### src/rtl/instr_cycle_sequencer.sv
// Multi-cycle instruction sequencer: FETCH -> DECODE -> EXECUTE -> [MEM] -> WB.
// Converts decoded control levels into single-cycle strobes and memory handshakes.
module instr_cycle_sequencer #(
    parameter int MEM_TIMEOUT = 15,
    parameter int RETIRE_W    = 16
) (
    input  logic                clk,
    input  logic                rst,
    input  logic                run,
    input  logic                branch,
    input  logic                mem_rs,
    input  logic                mem_ws,
    input  logic                cntrl_rs,
    input  logic                alu_zero,
    output logic                imem_req,
    input  logic                imem_ack,
    output logic                dmem_req,
    output logic                dmem_we,
    input  logic                dmem_ack,
    output logic                ir_load,
    output logic                rf_we,
    output logic                pc_we,
    output logic                pc_sel,
    output logic                busy,
    output logic                err,
    output logic [2:0]          state,
    output logic [RETIRE_W-1:0] retired
);

    typedef enum logic [2:0] {
        S_IDLE    = 3'd0,
        S_FETCH   = 3'd1,
        S_DECODE  = 3'd2,
        S_EXECUTE = 3'd3,
        S_MEM     = 3'd4,
        S_WB      = 3'd5,
        S_ERROR   = 3'd6
    } state_t;

    localparam logic [7:0]          WAIT_LAST = 8'(MEM_TIMEOUT - 1);
    localparam logic [RETIRE_W-1:0] RET_ONE   = RETIRE_W'(1);

    state_t                r_state;
    state_t                w_state_next;
    logic [7:0]            r_wait;
    logic [7:0]            w_wait_next;
    logic                  r_take_branch;
    logic                  r_dmem_we;
    logic                  r_rf_we;
    logic                  r_err;
    logic [RETIRE_W-1:0]   r_retired;

    // Next-state logic; the wait counter is cleared on every entry into FETCH or MEM.
    always_comb begin
        w_state_next = r_state;
        w_wait_next  = r_wait;
        case (r_state)
            S_IDLE: begin
                if (run) begin
                    w_state_next = S_FETCH;
                    w_wait_next  = 8'd0;
                end
            end
            S_FETCH: begin
                if (imem_ack) begin
                    w_state_next = S_DECODE;
                end else if (r_wait == WAIT_LAST) begin
                    w_state_next = S_ERROR;
                end else begin
                    w_wait_next = r_wait + 8'd1;
                end
            end
            S_DECODE: begin
                w_state_next = S_EXECUTE;
            end
            S_EXECUTE: begin
                if (mem_rs && mem_ws) begin
                    w_state_next = S_ERROR;
                end else if (mem_rs || mem_ws) begin
                    w_state_next = S_MEM;
                    w_wait_next  = 8'd0;
                end else begin
                    w_state_next = S_WB;
                end
            end
            S_MEM: begin
                // An ack on the limit cycle still completes the access.
                if (dmem_ack) begin
                    w_state_next = S_WB;
                end else if (r_wait == WAIT_LAST) begin
                    w_state_next = S_ERROR;
                end else begin
                    w_wait_next = r_wait + 8'd1;
                end
            end
            S_WB: begin
                if (run) begin
                    w_state_next = S_FETCH;
                    w_wait_next  = 8'd0;
                end else begin
                    w_state_next = S_IDLE;
                end
            end
            S_ERROR: begin
                w_state_next = S_ERROR;
            end
            default: begin
                w_state_next = S_IDLE;
                w_wait_next  = 8'd0;
            end
        endcase
    end

    always_ff @(posedge clk or posedge rst) begin
        if (rst) begin
            r_state       <= S_IDLE;
            r_wait        <= 8'd0;
            r_take_branch <= 1'b0;
            r_dmem_we     <= 1'b0;
            r_rf_we       <= 1'b0;
            r_err         <= 1'b0;
            r_retired     <= '0;
        end else begin
            r_state <= w_state_next;
            r_wait  <= w_wait_next;
            if (r_state == S_EXECUTE) begin
                r_take_branch <= branch & alu_zero;
                r_dmem_we     <= mem_ws;
            end
            // Register the write strobe so rf_we has no path from cntrl_rs.
            r_rf_we <= (w_state_next == S_WB) & cntrl_rs;
            if (w_state_next == S_ERROR) begin
                r_err <= 1'b1;
            end
            if (r_state == S_WB) begin
                r_retired <= r_retired + RET_ONE;
            end
        end
    end

    // All outputs decode from registered state only.
    assign imem_req = (r_state == S_FETCH);
    assign ir_load  = (r_state == S_DECODE);
    assign dmem_req = (r_state == S_MEM);
    assign dmem_we  = (r_state == S_MEM) & r_dmem_we;
    assign pc_we    = (r_state == S_WB);
    assign pc_sel   = (r_state == S_WB) & r_take_branch;
    assign rf_we    = (r_state == S_WB) & r_rf_we;
    assign busy     = (r_state == S_FETCH) || (r_state == S_DECODE) ||
                      (r_state == S_EXECUTE) || (r_state == S_MEM) ||
                      (r_state == S_WB);
    assign err      = r_err;
    assign state    = r_state;
    assign retired  = r_retired;

endmodule

### config.mk
export PLATFORM = sky130hd
export DESIGN_NAME = instr_cycle_sequencer
export DESIGN_NICKNAME = d
export VERILOG_FILES = /design/src/rtl/instr_cycle_sequencer.sv
export SDC_FILE = /design/constraint.sdc
export NUM_CORES = 1
export LEC_CHECK = 0
export BUFFER_PORTS_ARGS = -buffer_cell sky130_fd_sc_hd__buf_2
export CORE_ASPECT_RATIO = 0.9
export CORE_UTILIZATION = 48
export DETAILED_ROUTE_END_ITERATION = 7
export GPL_ROUTABILITY_DRIVEN = 0
export PLACE_DENSITY = 0.79
export SYNTH_ARGS = -nofsm -noshare
export SYNTH_HDL_FRONTEND = slang
export SYNTH_SLANG_ARGS = --single-unit
### constraint.sdc
create_clock -name clk -period 2 [get_ports clk]
set_input_delay 0.3 -clock clk [delete_from_list [all_inputs] [get_ports clk]]
set_output_delay 0.3 -clock clk [all_outputs]
set_load 0.01 [all_outputs]
### Word level (Yosys, flattened, before mapping)

Index checks and enable logic that the tools add are counted.

* flip-flop bits (word level): 31
* input port bits: 10
* output and inout port bits: 28
* word-level logic and storage cells: 54

* $add $sub $neg: 2
* equality and inequality tests: 14
* mux-type cells: 15
* bitwise operators: 6
* reduce and logical (&&, ||, !) cells: 10

Operator list (number)
* 8-bit two-way mux: 6
* 8-bit case mux with 5 select lines: 1
* 3-bit case mux with 7 select lines: 1
* 16-bit by 1-bit adder with 16-bit output (second input constant): 1
* 3-bit == test (second input constant): 5
* 3-bit two-way mux: 4
* 8-bit by 1-bit adder with 8-bit output (second input constant): 1
* 8-bit by 4-bit == test with 1-bit output (second input constant): 1
* 2-bit inequality test (second input constant): 4
* 3-bit by 2-bit == test with 1-bit output (second input constant): 2
* 6-bit AND reduction: 1
* 1-bit AND: 5
* 1-bit logical OR: 5
* 2-bit OR reduction: 2
* 3-bit by 1-bit == test with 1-bit output (second input constant): 1
* 3-bit zero test: 1
* 1-bit two-way mux: 2
* 2-bit two-way mux: 1
* 2-bit by 1-bit inequality test with 1-bit output (second input constant): 1
* 1-bit logical AND: 1
* 1-bit inverter: 1

### Depth between registers and ports, before layout

Gate-level depths: netlist of run 1.

* depth after elaboration: 6
* mapped depth: 8
* depth with buffers taken out: 7

### Least setup slack after synthesis of run 1

No wires, ideal clock.

* kind: register to register
* from: reg r_state[0], in the netlist state[0]
* to: reg r_wait[3]
* setup time: 0.080 ns
* data arrival time: 1.859 ns
* required time: 1.920 ns
* slack: 0.061 ns
* cell stages (with the launch flop): 8
* buffers on the path: 2
* period minus slack after synthesis: 1.939 ns
* path through: dfrtp_1 > buf_6 > nor3b_1 > a221oi_4 > o2111ai_2 > buf_6 > or4_4 > o211ai_2

* elaborated cells on any way between the ends: 17
* those cells by class: eq/ne (11); mux (1); bitwise (1); reduce/logical (4)

RTL lines
* start: declaration: line 43 `state_t r_state;`
* start signal: assignment: line 124 `r_state <= w_state_next;`
* 3-bit by 1-bit == test with 1-bit output (*)
* net imem_req: line 15 `output logic imem_req,`
* 2-bit inequality test (no line)
* 6-bit AND reduction (no line)
* end signal: assignment: line 125 `r_wait <= w_wait_next;`
* end: declaration: line 45 `logic [7:0] r_wait;`

The timed path passes the listed nets; every way through them passes the cells marked *.
A chain may end at the register's enable or synchronous reset.

### Final worst setup path of run 1

* from: reg r_wait[1]
* to: reg r_wait[7]

* cells in the longest elaborated chain, start to end: 4
* elaborated cells on any way between the ends: 6
* those cells by class: add/sub (1); eq/ne (1); mux (4)

Ends and longest elaborated chain
* 8-bit by 1-bit adder with 8-bit output / 8-bit by 4-bit == test with 1-bit output (equally long branches)
* 8-bit two-way mux (*): line 67, 90
* 8-bit two-way mux (on tied branches): line 88, 65
* 8-bit case mux with 5 select lines (*): line 57 `case (r_state)`

Every way passes the cells marked *; elsewhere a longest branch is shown, timed or not. The select of a mux whose other input is x is not followed.

==> results of run 1 <==
layer usage:
metal,GRT usage [%],routed length (um),vias to the layer above
li1,-,-,635
met1,24.6,1470,642
met2,34.8,1810,36
met3,6.20,149,7
met4,14.3,65,0
met5,0,0,-
layout by cell type (no fill, tap or decap), drive strengths merged, types with 2 or more instances in the layout:
cell type,count
or4,2
o21ai,9
a221oi,2
inv,4
and4b,2
nand4,4
and3,3
dfrtp,31
nand2b,2
and2,4
nor2,9
nand3,8
or2,2
mux2,2
clkbuf,6
nand2,15
nor3,3
ha,3
a21oi,2
and4,2
xor2,3
nor3b,4
o31ai,5
buf,46
nor2b,4
xnor2,13
final cells by class:
cell class / count / area [um^2] / share of cell area, %
Multi-Input combinational cell: 112 / 806 / 40.4
Sequential cell: 31 / 779 / 39.0
Timing Repair Buffer: 46 / 256 / 12.8
Clock buffer: 6 / 82.6 / 4.14
Tap cell: 42 / 52.6 / 2.63
Inverter: 4 / 15.0 / 0.752
Clock inverter: 1 / 5.00 / 0.251
power breakdown:
| group | switching [uW] | internal, uW | total (uW) |
|---|---|---|---|
| Clock | 217 | 269 | 486 |
| Combinational | 546 | 490 | 1040 |
| Sequential | 142 | 745 | 887 |
| Total | 905 | 1500 | 2410 |
path summary, 6_finish.rpt:
path,start,endpoint,slack [ns]
max,r_wait[1],r_wait[7],0.12
min,rst,r_wait[7],0.09
max reg2reg,r_wait[1],r_wait[7],0.12
min reg2reg,err,err,0.45
max in group asynchronous,rst,state[1],1.59
min in group clk,alu_zero,r_take_branch,0.26
what timing repair did:
| action | CTS | global route |
|---|---|---|
| gates resized for setup | 1 | 7 |
| buffers inserted | 0 | 2 |
| pin swaps | 0 | 2 |
| endpoints found under the setup margin | 2 | 10 |
| hold buffers | 0 | 0 |
cell families (layout without fill, tap and decap cells):
kind of cell | after synthesis | after routing
flip-flops | 31 | 31
AO/OA/AOI/OAI | 24 | 24
multiplexers | 2 | 2
AND/OR/NAND/NOR | 67 | 67
adder cells (fa/ha/maj) | 3 | 3
XOR/XNOR | 16 | 16
buffers and inverters | 11 | 57
flip-flops by register name (all words and copies together) (netlist names):
name,cells
r_take_branch,1
r_wait,8
r_dmem_we,1
r_rf_we,1
retired,16
err,1
state,3
per-stage QoR:
step                area [um^2]  setup TNS [ns]
floorplan                  1630               0
global placement           1860               0
detailed placement         1860               0
CTS                        1960               0
global route               2000        -0.00348
finish                     2000               0
tightest hold or removal path, cell delays in order:
cell	delay (ns)
buf_2	0.10
inv_1	0.04
buf_4	0.35
==> summary.md, run 1 <==
| Metric | Value |
|---|---|
| Peak supply drop | 0.753 mV |
| Area growth, synth to finish | 22.5% |
| Critical path depth in cells | 7 |
| Crit-path cells | ha_1, nand4b_1, or4_4, o2111ai_4, buf_6, o21ai_0, o31ai_1 |
| Final Hold Viols | 0 |
| Max-Cap Viols | 0 |
| Die Height | 57.3 um |
| Die Area | 3630 um^2 |
| Worst Tran Pin Value | 0.540 ns |
| Share of layout cells above drive strength 1 | 34.0% |
| First-pass DRT Iterations | 4 |
| Final min period | 1.88 ns |
| Register area share after synthesis | 47.6% |
| WP data arrival | 2.07 ns |
| Ys flop type | dfrtp_1 |
| Mapped cell area | 1630 um^2 |
| Post-DRT Antenna Nets | 0 |
| Max-slew violations | 0 |
| Post-synth EDFFs | 0 |
| Most frequent cell after synthesis | dfrtp_1 |
| Ys async rst share | 100% |
| Synth top area share | 47.6% |
| Worst path max stage delay | 0.48 ns |
| Worst-Skew Late Latency | 0.28 ns |
| Initial Util | 52.0% |
| # rows | 19 |
| Final core occ | 63.6% |
| Core outline area | 3140 um^2 |
| Gr usage total | 21.4% |
| Power Dens Cells | 1210 nW/um^2 |
| Startpoint Class | register |
| Mux contribution to synthesized area | 1.38% |
| Initial DRC count | 87 |
| Simple-gate share of the synthesized area | 23.6% |
| Maximum clock path buffer count | 2 |
| TritonCTS Sinks | 31 |
| Final period util | 94.2% |
| First-pass GRT wire length | 5.78 mm |
| # IOs | 38 |
| Diode count | 0 |
| Worst hold path class | input pin to asynchronous set/reset pin |
| Vias in the first global route | 1297 |
| CP top delay family | simple AND/OR/NAND/NOR gates |
| Setup ws final | 0.116 ns |
| Post-Synthesis Net Count | 167 |
| Buffers and inverters on the worst path | 1 |
| Dpl cells | 233 |
| Worst setup EP type | register |
| Status | completed |
| DRT Wirelength | 3.50 mm |
| Root Buffer | clkbuf_8 |
| CP Max Fanout | 8 |
| WP data required | 2.18 ns |
| Clk_skew | 0.00780 ns |
| Largest family of logic cells by synthesized area | simple AND/OR/NAND/NOR gates |
| Residual DRC | 0 |
| Slew HR | 63.9% |
| Vias | 1320 |
| Clock slew at the register clock pins of the worst setup and hold paths | 0.07 ns |
| CTS H-tree lvls | 2 |
| HPWL Detailed | 2.46 mm |
| Largest cells by area after synthesis | dfrtp_1 48%, xnor2_1 7.0%, nand2_1 3.5%, buf_6 2.8%, nand3_1 2.5% |
| Filler Cell Count | 271 |
| Slowest cell on the critical path | or4_4 |
| Post-Place Setup Slack | 0.0452 ns |
| Synth Register Bits | 31 |
| Lkg Pwr | 0.000957 uW |
| Leading area contributor after synthesis | dfrtp_1 |
| Complex-gate fraction of the synthesized area | 12.0% |
| Post-Synth XOR/XNOR Area | 8.60% |
| Mapped Cells | 154 |
| Yosys warns | 0 |
| Final setup viols | 0 |
| Total power draw | 2410 uW |
| Die W | 63.4 um |
| Reg2reg path depth | 7 |
| Crit path kind | register to register |
| Initial antenna violation count | 0 |
| Via density | 5.45 |
| Fmax | 0.531 GHz |
| Nets | 213 |
| Largest net degree at the start of global routing | 32 |
| Distinct cells, synth | 43 |
| Final hold slack | 0.0912 ns |
| CTS buffer count | 5 |
| Routed len/inst | 14.4 um |
| Adder-cell share of the synthesized area | 2.30% |
| Port-buffer cells | 37 |
| Global route overflow | 0 |
| TritonCTS clock tree | built |
| Post-Layout Cell Count | 242 |
| Most instantiated cells after synthesis | 31 x dfrtp_1, 15 x nand2_1, 13 x xnor2_1 |
| Post-Syn Area per Cell | 10.6 um^2 |
(Power assumes the default switching activity.)
==> run 2, diff against run 1 <==
--- a/config.mk
+++ b/config.mk
@@ -7,10 +7,10 @@
 export LEC_CHECK = 0
 export BUFFER_PORTS_ARGS = -buffer_cell sky130_fd_sc_hd__buf_2
 export CORE_ASPECT_RATIO = 0.9
-export CORE_UTILIZATION = 48
+export CORE_UTILIZATION = 57
 export DETAILED_ROUTE_END_ITERATION = 7
 export GPL_ROUTABILITY_DRIVEN = 0
-export PLACE_DENSITY = 0.79
+export PLACE_DENSITY = 0.88
 export SYNTH_ARGS = -nofsm -noshare
 export SYNTH_HDL_FRONTEND = slang
 export SYNTH_SLANG_ARGS = --single-unit
==> constraint.sdc (replaced) <==
create_clock -name clk -period 2.21 [get_ports clk]
set_input_delay 0.3315 -clock clk [delete_from_list [all_inputs] [get_ports clk]]
set_output_delay 0.3315 -clock clk [all_outputs]
set_load 0.01 [all_outputs]
==> run 2 against run 1 <==
Highest routed layer unchanged. Wire length fell by 6.6%. Critical path depth fell by 2. Final area fell by 4.8%. Sequential power fell by 8.8%. Worst hold slack got worse by 0.039 ns. Sequential share of layout area rose by 1.8 points. Core utilization rose by 6.2 points. Critical path type unchanged. Largest power group unchanged. Clock skew rose by 0.0079 ns. Combinational power fell by 22%. Global-route usage rose by 2.8 points. Final cell count fell by 2.9%. Fmax fell by 7.0%.
==> summary.md, run 2 (synthesized netlist as in run 1, its figures left out) <==
| Metric | Value |
|---|---|
| Status | completed |
| Worst Tran Pin Value | 0.508 ns (-0.0318 ns) |
| Largest net degree at the start of global routing | 32 (unchanged) |
| Die Height | 52.7 um (-8.0%) |
| HPWL Detailed | 2.38 mm (-3.3%) |
| Core outline area | 2730 um^2 (-13%) |
| CTS H-tree lvls | 2 (unchanged) |
| Port-buffer cells | 37 (unchanged) |
| Max-slew violations | 0 (unchanged) |
| Setup total negative slack | 0 ns (unchanged) |
| Crit path kind | register to register |
| Global route overflow | 0 (unchanged) |
| TritonCTS Sinks | 31 (unchanged) |
| Final Hold Viols | 0 (unchanged) |
| # IOs | 38 (unchanged) |
| Final core occ | 69.8% (+6.2 points) |
| Register area | 777 um^2 (-0.32%) |
| Worst-Skew Late Latency | 0.33 ns (+0.05 ns) |
| M1 GR Usage | 29.7% (+5.0 points) |
| # rows | 18 (-1) |
| Post-CTS Setup Bufs | 0 (unchanged) |
| First-pass GRT wire length | 5.23 mm (-9.5%) |
| Peak supply drop | 0.664 mV (-12%) |
| Buffers and inverters on the worst path | 0 (-1) |
| Slew HR | 66.0% (+2.1 points) |
| Fmax | 0.494 GHz (-7.0%) |
| Vias in the first global route | 1136 (-12%) |
| Crit-path cells | and2b_4, a32oi_2, o2111ai_2, or2_1, o31ai_1 |
| CTS buffer count | 5 (unchanged) |
| DRT Wirelength | 3.26 mm (-6.6%) |
| Final min period | 2.03 ns (+0.142 ns) |
| Die W | 58.4 um (-8.0%) |
| WP data required | 2.43 ns (+0.25 ns) |
| Gr usage total | 24.2% (+2.8 points) |
| Filler Cell Count | 192 (-29%) |
| Global routing's busiest layer | met2 |
| Maximum clock path buffer count | 2 (unchanged) |
| Via density | 5.43 (-0.53%) |
| Clk_skew | 0.0157 ns (+0.00792 ns) |
| Area growth, synth to finish | 16.7% |
| Diode count | 0 (unchanged) |
| Cts hold-fix bufs | 0 (unchanged) |
| Startpoint Class | register |
| CP Max Fanout | 13 (+5) |
| Cell Area, Placed | 1840 um^2 (-1.3%) |
| Post-DRT Antenna Nets | 0 (unchanged) |
| R2r setup slk | 0.18 ns (+0.07 ns) |
| TritonCTS clock tree | built |
| Vias | 1275 (-3.4%) |
| Clock slew at the register clock pins of the worst setup and hold paths | 0.10 ns (+0.03 ns) |
| Nets | 208 (-2.3%) |
| Initial DRC count | 48 (-45%) |
| RSZ-0062 raised after global routing | no |
| Die Area | 3080 um^2 (-15%) |
| Final period util | 91.7% (-2.5 points) |
| Final hold slack | 0.0521 ns (-0.0391 ns) |
| CP top delay family | compound AO/OA/AOI/OAI gates |
| Residual DRC | 0 (unchanged) |
| Max-Cap Viols | 0 (unchanged) |
| WP data arrival | 2.24 ns (+0.17 ns) |
| Root Buffer | clkbuf_4 |
| Initial Util | 59.8% (+7.9 points) |
| Setup ws final | 0.184 ns (+0.0675 ns) |
| Slowest cell on the critical path | dfrtp_1 |
| Worst path max stage delay | 0.57 ns (+0.09 ns) |
| Final setup viols | 0 (unchanged) |
| Worst setup EP type | register |
| Max reg flops | 16 (unchanged) |
| Fraction of met2 tracks used by global routing | 38.7% (+3.9 points) |
| Met3 GRT Util | 9.88% (+3.7 points) |
| Lkg Pwr | 0.000915 uW (-4.4%) |
| Initial antenna violation count | 0 (unchanged) |
| Routed len/inst | 13.9 um (-3.9%) |
| Multi-input combinational cell area | 788 um^2 (-2.2%) |
| Share of layout cells above drive strength 1 | 30.3% (-3.7 points) |
| Commonest non-fill, non-tap cell in the layout | buf_2 |
| Post-Place Setup Slack | 0.186 ns (+0.141 ns) |
| Power Dens Cells | 1030 nW/um^2 (-15%) |
| Most frequent cells in the layout | 37 x buf_2, 30 x dfrtp_1, 15 x nand2_1, 13 x xnor2_1, 9 x nor2_1 |
| Layout Cell Area excl Fill | 1900 um^2 (-4.8%) |
| First-pass DRT Iterations | 5 (+1) |
| Worst hold path class | input pin to asynchronous set/reset pin |
-- run 2: timing repair --
action | in CTS | in global routing
gates resized for setup | 0 | 2
hold endpoints to repair | 0 | 0
endpoints found under the setup margin | 0 | 2
-- run 2: report_power, final --
part | leakage [uW] | total (uW) | switching [uW] | internal [uW]
logic | 0.000468 | 811 | 441 | 370
registers | 0.000413 | 809 | 140 | 669
clock network | 0.0000341 | 330 | 183 | 147
-- run 2: final cells by class --
cell class              instances  area share, %
clock buffers                   6           2.70
clock inverters                 1          0.263
inverters                       4          0.789
multi-input cells             112           41.4
flip-flops and latches         31           40.9
well taps                      40           2.63
repair buffers                 41           11.3
-- run 2: metrics by stage --
stage | instances | power, uW
after floorplan | 154 | 1430
after global placement | 228 | 1560
after detailed placement | 228 | 1610
after CTS | 235 | 1940
after global routing | 235 | 2090
final | 235 | 1950
-- run 2: path summary, 6_finish.rpt --
check / from / cells past startpoint / end
max in group asynchronous: rst / 3 / state[0]
worst min register to register: r_take_branch / 2 / r_take_branch
worst min-delay path: rst / 3 / retired[5]
worst max register to register: state[2] / 5 / r_wait[5]
worst max-delay path: state[2] / 5 / r_wait[5]
min in group clk: alu_zero / 3 / r_take_branch
-- run 2: routing by layer --
layer / wire length [um] / vias to the layer above
li1: - / 621
met1: 1480 / 601
met2: 1550 / 48
met3: 198 / 5
met4: 44 / 0
met5: 0 / -
-- run 2: tightest hold or removal path: cells and delay by family --
kind | cells | cell delay (ns)
buf+inv | 3 | 0.47
